===== src/rtl/srt_r4_multiple_pipe.sv =====
// Radix-4 SRT multiple generator and partial-remainder updater.
// Holds precomputed divisor multiples and, per digit, returns q*D or 4*w - q*D.
module srt_r4_multiple_pipe #(
    parameter int W      = 8,
    parameter int REM_W  = W + 3,
    parameter int PROD_W = 2 * W
) (
    input  logic              clk,
    input  logic              rst_n,
    input  logic              div_load,
    input  logic [W-1:0]      divisor_in,
    output logic              div_err,
    input  logic              in_valid,
    output logic              in_ready,
    input  logic [2:0]        q_digit,
    input  logic [REM_W-1:0]  rem_in,
    input  logic              mode,
    output logic              out_valid,
    input  logic              out_ready,
    output logic [PROD_W-1:0] product,
    output logic [REM_W-1:0]  rem_out,
    output logic              illegal,
    output logic              ovf
);
    // Multiples carry two extra bits so that -2*(-2^(W-1)) stays exact.
    localparam int MW = W + 2;
    localparam int EW = REM_W + 3;

    logic [MW-1:0]     d1_r, d2_r, dn1_r, dn2_r;
    logic              s1_valid_r, s2_valid_r;
    logic [REM_W-1:0]  s1_rem_r;
    logic              s1_mode_r;
    logic [4:0]        s1_sel_r;
    logic              s1_ill_r;
    logic [PROD_W-1:0] product_r;
    logic [REM_W-1:0]  rem_r;
    logic              ill_r, ovf_r, div_err_r;

    logic              busy_s, load_acc_s, s1_adv_s, s2_adv_s, accept_s;
    logic [4:0]        sel_s;
    logic              ill_s;
    logic [MW-1:0]     mult_s;
    logic [MW-1:0]     d_ext_s;
    logic [EW-1:0]     exact_s;
    logic              ovf_s;
    logic [PROD_W-1:0] prod_s;

    assign busy_s     = s1_valid_r | s2_valid_r;
    assign load_acc_s = div_load & ~busy_s;
    assign s2_adv_s   = ~s2_valid_r | out_ready;
    assign s1_adv_s   = ~s1_valid_r | s2_adv_s;
    assign in_ready   = s1_adv_s & ~load_acc_s;
    assign accept_s   = in_valid & in_ready;
    assign d_ext_s    = {{2{divisor_in[W-1]}}, divisor_in};

    // Decode the quotient digit to a one-hot multiple select {+2,+1,0,-1,-2}.
    always_comb begin
        sel_s = 5'b00000;
        ill_s = 1'b0;
        case (q_digit)
            3'b110:  sel_s = 5'b00001;
            3'b111:  sel_s = 5'b00010;
            3'b000:  sel_s = 5'b00100;
            3'b001:  sel_s = 5'b01000;
            3'b010:  sel_s = 5'b10000;
            default: ill_s = 1'b1;
        endcase
    end

    // Select the precomputed multiple q*D for the digit held in stage 1.
    always_comb begin
        mult_s = {MW{1'b0}};
        case (s1_sel_r)
            5'b00001: mult_s = dn2_r;
            5'b00010: mult_s = dn1_r;
            5'b00100: mult_s = {MW{1'b0}};
            5'b01000: mult_s = d1_r;
            5'b10000: mult_s = d2_r;
            default:  mult_s = {MW{1'b0}};
        endcase
    end

    // Exact 4*w - q*D, wide enough that the overflow test sees the true sign.
    always_comb begin
        exact_s = ({{(EW-REM_W){s1_rem_r[REM_W-1]}}, s1_rem_r} << 2)
                - {{(EW-MW){mult_s[MW-1]}}, mult_s};
        prod_s  = {{(PROD_W-MW){mult_s[MW-1]}}, mult_s};
        if ((exact_s[EW-1:REM_W-1] == {(EW-REM_W+1){1'b0}}) ||
            (exact_s[EW-1:REM_W-1] == {(EW-REM_W+1){1'b1}})) begin
            ovf_s = 1'b0;
        end else begin
            ovf_s = 1'b1;
        end
    end

    // Divisor multiples, rebuilt only when the pipeline is empty.
    always_ff @(posedge clk or negedge rst_n) begin
        if (!rst_n) begin
            d1_r      <= {MW{1'b0}};
            d2_r      <= {MW{1'b0}};
            dn1_r     <= {MW{1'b0}};
            dn2_r     <= {MW{1'b0}};
            div_err_r <= 1'b0;
        end else begin
            div_err_r <= div_load & busy_s;
            if (load_acc_s) begin
                d1_r  <= d_ext_s;
                d2_r  <= d_ext_s << 1;
                dn1_r <= {MW{1'b0}} - d_ext_s;
                dn2_r <= {MW{1'b0}} - (d_ext_s << 1);
            end
        end
    end

    // Stage 1: capture the request and its decoded digit.
    always_ff @(posedge clk or negedge rst_n) begin
        if (!rst_n) begin
            s1_valid_r <= 1'b0;
            s1_rem_r   <= {REM_W{1'b0}};
            s1_mode_r  <= 1'b0;
            s1_sel_r   <= 5'b00000;
            s1_ill_r   <= 1'b0;
        end else if (s1_adv_s) begin
            s1_valid_r <= accept_s;
            if (accept_s) begin
                s1_rem_r  <= rem_in;
                s1_mode_r <= mode;
                s1_sel_r  <= sel_s;
                s1_ill_r  <= ill_s;
            end
        end
    end

    // Stage 2: registered results; held while the consumer stalls.
    always_ff @(posedge clk or negedge rst_n) begin
        if (!rst_n) begin
            s2_valid_r <= 1'b0;
            product_r  <= {PROD_W{1'b0}};
            rem_r      <= {REM_W{1'b0}};
            ill_r      <= 1'b0;
            ovf_r      <= 1'b0;
        end else if (s2_adv_s) begin
            s2_valid_r <= s1_valid_r;
            if (s1_valid_r) begin
                if (s1_ill_r) begin
                    product_r <= {PROD_W{1'b0}};
                    rem_r     <= {REM_W{1'b0}};
                    ill_r     <= 1'b1;
                    ovf_r     <= 1'b0;
                end else begin
                    product_r <= prod_s;
                    rem_r     <= s1_mode_r ? exact_s[REM_W-1:0] : {REM_W{1'b0}};
                    ill_r     <= 1'b0;
                    ovf_r     <= s1_mode_r & ovf_s;
                end
            end
        end
    end

    assign out_valid = s2_valid_r;
    assign product   = product_r;
    assign rem_out   = rem_r;
    assign illegal   = ill_r;
    assign ovf       = ovf_r;
    assign div_err   = div_err_r;

endmodule


===== config.mk =====
export PLATFORM = sky130hd
export DESIGN_NAME = srt_r4_multiple_pipe
export DESIGN_NICKNAME = d
export VERILOG_FILES = /design/src/rtl/srt_r4_multiple_pipe.sv
export SDC_FILE = /design/constraint.sdc
export NUM_CORES = 1
export LEC_CHECK = 0
export ABC_AREA = 0
export BUFFER_PORTS_ARGS = -buffer_cell sky130_fd_sc_hd__buf_2
export CAP_MARGIN = 20
export CORE_MARGIN = 1.5
export CORE_UTILIZATION = 50
export DETAILED_ROUTE_END_ITERATION = 10
export GPL_TIMING_DRIVEN = 0
export PLACE_DENSITY = 0.73
export SLEW_MARGIN = 40
export SYNTH_ARGS = -nofsm -noshare
export SYNTH_HDL_FRONTEND = slang
export SYNTH_SLANG_ARGS = --single-unit
export TNS_END_PERCENT = 5

===== constraint.sdc =====
create_clock -name clk -period 4.14 [get_ports clk]
set_clock_uncertainty 0.2 [all_clocks]
set_input_delay 0.414 -clock clk [delete_from_list [all_inputs] [get_ports clk]]
set_output_delay 0.414 -clock clk [all_outputs]
set_load 0.1 [all_outputs]

* Word level (Yosys, flattened, before mapping)
Cells that the tools add are included.
** Cells by class
- Mux-type cells :: 9
- Eq/ne operators :: 9
- Reductions and logical operators :: 6
- Bitwise operators :: 12
- $add $sub $neg :: 3
** Operators with widths (number)
- $pmux W10 S4 :: 1
- $pmux W5 S5 :: 1
- $mux W11 :: 2
- $mux W16 :: 1
- $sub A13 B10 Y14 :: 1
- $sub A1 B9 Y10 const A :: 1
- $sub A1 B8 Y9 const A :: 1
- $eq A3 B3 Y1 const B :: 2
- $and A1 B1 Y1 :: 5
- $eq A5 B1 Y1 const B :: 1
- $eq A5 B2 Y1 const B :: 1
- $eq A5 B4 Y1 const B :: 1
- $eq A5 B5 Y1 const B :: 1
- $reduce_or A5 Y1 :: 1
- $eq A4 B4 Y1 const B :: 1
- $logic_not A4 Y1 :: 1
- $mux W1 :: 4
- $not A1 Y1 :: 4
- $reduce_and A2 Y1 :: 2
- $eq A3 B1 Y1 const B :: 1
- $eq A3 B2 Y1 const B :: 1
- $logic_not A3 Y1 :: 1
- $or A1 B1 Y1 :: 3
- $logic_or A1 B1 Y1 :: 1
** Storage, ports and cells
- Bits of input ports :: 28
- Output and inout port bits :: 32
- Logic and storage cells :: 54
- Bits in registers :: 86

* Logic depth before layout (Yosys ltp)
- Depth in word-level cells :: 8
- Gate-level depth with buffers :: 15
- Gate-level depth less buffers :: 13

* Worst setup path after synthesis
OpenSTA, ideal clock, no wires.
- Path type :: register to register
- Start point :: register s1_sel_r[0]
- End point :: register ovf_r (netlist: ovf)
- Path buffers :: 0
- Arrival time :: 3.687 ns
- Setup time :: 0.123 ns
- Path slack :: 0.130 ns
- Cell stages (with the launch flop) :: 13
- Required time :: 3.817 ns
- Path through :: dfrtp_1 > or3_4 > nor3b_1 > a22o_1 > a221oi_1 > ha_1 > or3_1 > o2111ai_1 > nand3_2 > o41ai_1 > xnor2_1 > or4_1 > a32o_1
** Between the ends
- Cells in the longest elaborated chain, start to end :: 8
- Elaborated cells between the ends (all ways) :: 12
- Those cells by class :: 1 x add/sub; 5 x eq/ne; 3 x mux; 1 x bitwise; 2 x reduce/logical
** RTL lines
- start, declared :: line 33 : logic [4:0] s1_sel_r;
- start signal, assigned :: line 128 : s1_sel_r <= sel_s;
- $eq A5 B5 Y1, or another cell as far along :: line 73 : case (s1_sel_r)
- $pmux W10 S4 (*) :: line 73
- $sub A13 B10 Y14 (*) :: line 86 : - {{(EW-MW){mult_s[MW-1]}}, mult_s};
- $eq A4 B4 Y1 / $logic_not A4 Y1 (equally long branches) :: line 89, 88
- $logic_or A1 B1 Y1 (*) :: line 88 : if ((exact_s[EW-1:REM_W-1] == {(EW-REM_W+1){1'b0}}) ||
- $mux W1 (*) :: line 88
- $and A1 B1 Y1 (*) :: line 154 : ovf_r <= s1_mode_r & ovf_s;
- $mux W1 (*) :: line 145 : if (s1_ill_r) begin
- end signal, assigned :: line 154
- end, declared :: line 37 : logic ill_r, ovf_r, div_err_r;
Mark *: on every way between the ends. The rest lies on a longest branch, timed or not.
A chain may end at the register's enable or synchronous reset.

* Worst setup path after layout
Same ends and word-level chain as after synthesis.

==> out/summary.md <==
- dfrtp_1, mux2_2, ha_1 — cell types with the largest area share after synthesis
- s1_sel_r[0] — worst reg2reg path startpoint
- 59 — PortBufs
- 0.50 ns — CP max stage delay
- 3 — htree depth
- 0.21 ns — r2r setup slk
- flip-flop — kind of start point of the critical path
- 0 — number of antenna repair diodes
- 0 — number of buffers and inverters on the critical path
- 255 MHz — maximum clock rate
- 0.826 — placer's final routability congestion estimate
- clkbuf_8 — root buf cell
- 5.47 — mean number of vias per cell
- 0.0586 — adder-cell share of the synthesized area
- 8 — largest driver fanout on the critical path
- 60 — IO Pins
- 0.0703 — mux contribution to synthesized area
- 0.163 — area fraction in compound gates after synthesis
- dfrtp_1 — dominant synthesized flop cell
- 60 — clock sink count
- 785 nW/um^2 — power per standard cell area
- 0 — antenna violations before repair
- 4.16 ns — CP required
- 3.93 ns — post-layout minimum cycle time
- 28 — standard-cell row count
- flip-flop — Critical Path Sink Type
- 0 — final count of pins violating max slew
- compound AO/OA/AOI/OAI gates — largest family of logic cells by synthesized area
- 20.2% — Area Overhead vs Synth
- 0.204 — overall global routing resource usage
- 0 — Ys Warns
- 0 — final hold violations
- 0.34 ns — insertion delay of the later-clocked pin in the worst-skew pair
- or3_4 > nor3b_4 > a22o_1 > a221oi_2 > ha_1 > or3_1 > o2111ai_1 > nand3_2 > o41ai_2 > xnor2_1 > or4_1 > a32o_1 — crit path cell chain
- 3150 um — met2 routed wirelength
- false — setup repair after global routing missed its margin
- 3.95 ns — signal arrival time at the worst endpoint
- 0.0520 — xor/xnor share of the synthesized area
- 0 ns — Total Negative Setup Slacks
- 0 — overflow left after global routing
- 47 — number of distinct standard cells referenced by the synthesized netlist
- 83.0 um — y dimension of the die
- 6060 um^2 — area of the core
- 0.155 — fraction of the mapped netlist area in simple logic gates
- or4_1 — worst-path cell with the longest stage delay
- 11400 um — first-pass GRT wire length
- 0.212 ns — final worst slack
- 3200 um^2 — area of the mapped netlist
- reg2reg — classification of the worst setup path
- 2 — maximum count of clock buffers along a single path
- 4 — DR pass1 iterations
- rem_in[10] — launch instance of the worst min-delay path
- simple AND/OR/NAND/NOR gates — Top Family by Delay on Critical Path
- 61 — pin count of the biggest net entering global routing
- yes — TritonCTS clock tree
- 315 — post-synthesis cell count
- 9 — Num CTS Buffers
- -0.268 ns — worst slack after detailed placement
- 358 — syn_nets
- 303 um — met3 WL
- in2reg — classification of the worst-slack hold path
- 2547 — total vias in the final route
- 2482 — via count of the first global-routing pass
- 6890 um^2 — die footprint
- 0.703 ns — transition at the pin with the smallest max-transition slack
- 5010 um — post-DP HPWL
- 0 — # DRC
- dfrtp_1 — biggest area consumer among synthesized cells
- 0 — Maximum Capacitance Violations
- 430 — count of nets after finishing
- 0 — Final setup violation count
- 6640 um — wire length reported by the detailed router
- 0.949 — fraction of the cycle the final worst path needs
- 0 — number of enable-type register cells in the synthesized netlist
- 502 — Fill cells
- 1.00 — post-synthesis async set-or-reset flop share
- 2 — cell count of the worst hold path
- 3120 um — sum of routed wire segments on met1
- 0 — count of antenna-violating nets left after detailed routing
- 0.469 — sequential cell area fraction in the yosys report
- 0.662 mV — maximum vdd drop
- 107 — number of DRC violations after detailed-routing iteration 0
- 0.530 — Worst slew margin
- 10.2 um^2 — syn_area_per_cell
- 83.0 um — die span in x
- s1_rem_r[10] — Endpoint, Worst Hold
- 0.528 — effective utilization at floorplan
- 60 — flip-flop and latch count after synthesis
- 12 — Worst Reg2Reg Path Length in Cells
- met4 — highest signal layer in the routed design
- 0.304 — share of final-layout standard cells stronger than drive strength 1
- 0.469 — share of Yosys cell area claimed by the top area cell type
- 1.82 nW — leakage power of the design
- ovf — reg-to-reg critical path endpoint
- 0.07 ns — post-CTS clock slew at the launch and capture registers of the worst setup and hold paths
- completed — result of the run
- 14.3 um — WL/cell
## stage by stage
stage,cell area [um^2],std cells,total power [mW],hold slack (ns),utilization
finish,3850,466,3.02,0.103,0.635
global route,3850,466,3.20,0.0975,0.635
CTS,3780,464,3.00,0.0975,0.623
detailed placement,3590,449,2.54,0.268,0.593
global placement,3590,449,2.51,0.258,0.592
floorplan,3200,315,2.24,-0.0816,-
## sequential cells by signal, summed over array words and instances, names as in the netlist
name,count
d2_r,7
s1_rem_r,11
s1_mode_r,1
rem_out,11
div_err,1
product,10
out_valid,1
s1_sel_r,5
ovf,1
dn1_r,9
s1_valid_r,1
s1_ill_r,1
illegal,1
## what timing repair did
item                                    4_1_cts  5_1_grt
setup buffers                                 0        2
endpoints found under the setup margin        1        1
hold endpoints to repair                     60        0
hold buffers                                  1        0
resized for setup                             2       11
pin swaps                                     0        3
## Yosys cell counts, types with 2 or more instances
master / n
a31oi_1: 3
clkbuf_1: 8
nand2b_1: 3
a21o_1: 3
o21ai_0: 31
nand3b_1: 4
inv_1: 5
and3_1: 2
a22o_1: 9
xnor2_1: 8
o21a_1: 3
a221oi_1: 7
o41ai_1: 3
nor2b_1: 2
nand3_1: 5
buf_4: 6
nor3b_1: 3
xor2_1: 11
nor2_1: 12
nand3_2: 2
a21oi_1: 8
dfrtp_1: 60
nand2_1: 50
nor3_1: 9
buf_2: 2
o31ai_1: 2
ha_1: 15
mux2_2: 20
## routing by layer
metal | up-vias | global-route usage
li1 | 1287 | -
met1 | 1184 | 0.269
met2 | 68 | 0.322
met3 | 8 | 0.0517
met4 | 0 | 0.0803
met5 | - | 0
## power by group
part           internal [mW]  switching [mW]  leakage, nW
Combinational          0.451            1.20        0.975
Clock                  0.245           0.215       0.0893
Sequential             0.775           0.138        0.758
Total                   1.47            1.55         1.82
## worst max path at each step
stage                           start   to  slack (ns)  cells after the start
after floorplan           s1_sel_r[0]  ovf        0.13                     12
after CTS                 s1_sel_r[0]  ovf        0.01                     12
after detailed placement  s1_sel_r[0]  ovf       -0.27                     12
after global placement    s1_sel_r[0]  ovf       -0.26                     12
after global routing      s1_sel_r[3]  ovf        0.02                     14
final                     s1_sel_r[0]  ovf        0.21                     12
## layout make-up
type	count	area [um^2]	share of cell area
timing repair buffer	62	327	0.0849
multi-input combinational	234	1660	0.430
buffer	15	81.3	0.0211
sequential	60	1500	0.390
clock inverter	2	10.0	0.00260
clock buffer	13	159	0.0413
tap	75	93.8	0.0244
inverter	5	18.8	0.00488
## cells by family (layout without fill, tap and decap cells)
family | Yosys count | in the layout
AOI/OAI and AO/OA | 78 | 78
xor gates and xnor gates | 19 | 19
adders and majority gates | 15 | 15
buffers and inverters | 21 | 97
DFF | 60 | 60
muxes | 20 | 20
and+or+nand+nor | 102 | 102
## cell usage in the layout (no fill, tap or decap), types with 2 or more instances in the layout
cell and n:
a221oi_1 4, o21ai_0 30, mux2_2 20, nor2_1 12
and3_1 2, ha_1 15, dfrtp_1 59, o41ai_1 2
nor3b_4 2, o21a_1 3, xor2_1 11, nor3_1 7
a221oi_2 3, buf_4 8, nand2b_1 3, nand2_1 50
o31ai_1 2, buf_2 60, nand3_1 5, inv_1 5
clkbuf_1 9, a31oi_1 3, xnor2_1 8, o21ai_1 2
nand3b_1 4, clkinv_2 2, a22o_1 9, nand3_2 2
a21o_1 3, nor2b_1 2, a21oi_1 8, nor3_2 2
clkbuf_8 11
Note: power is estimated with default switching activity, not from simulation.
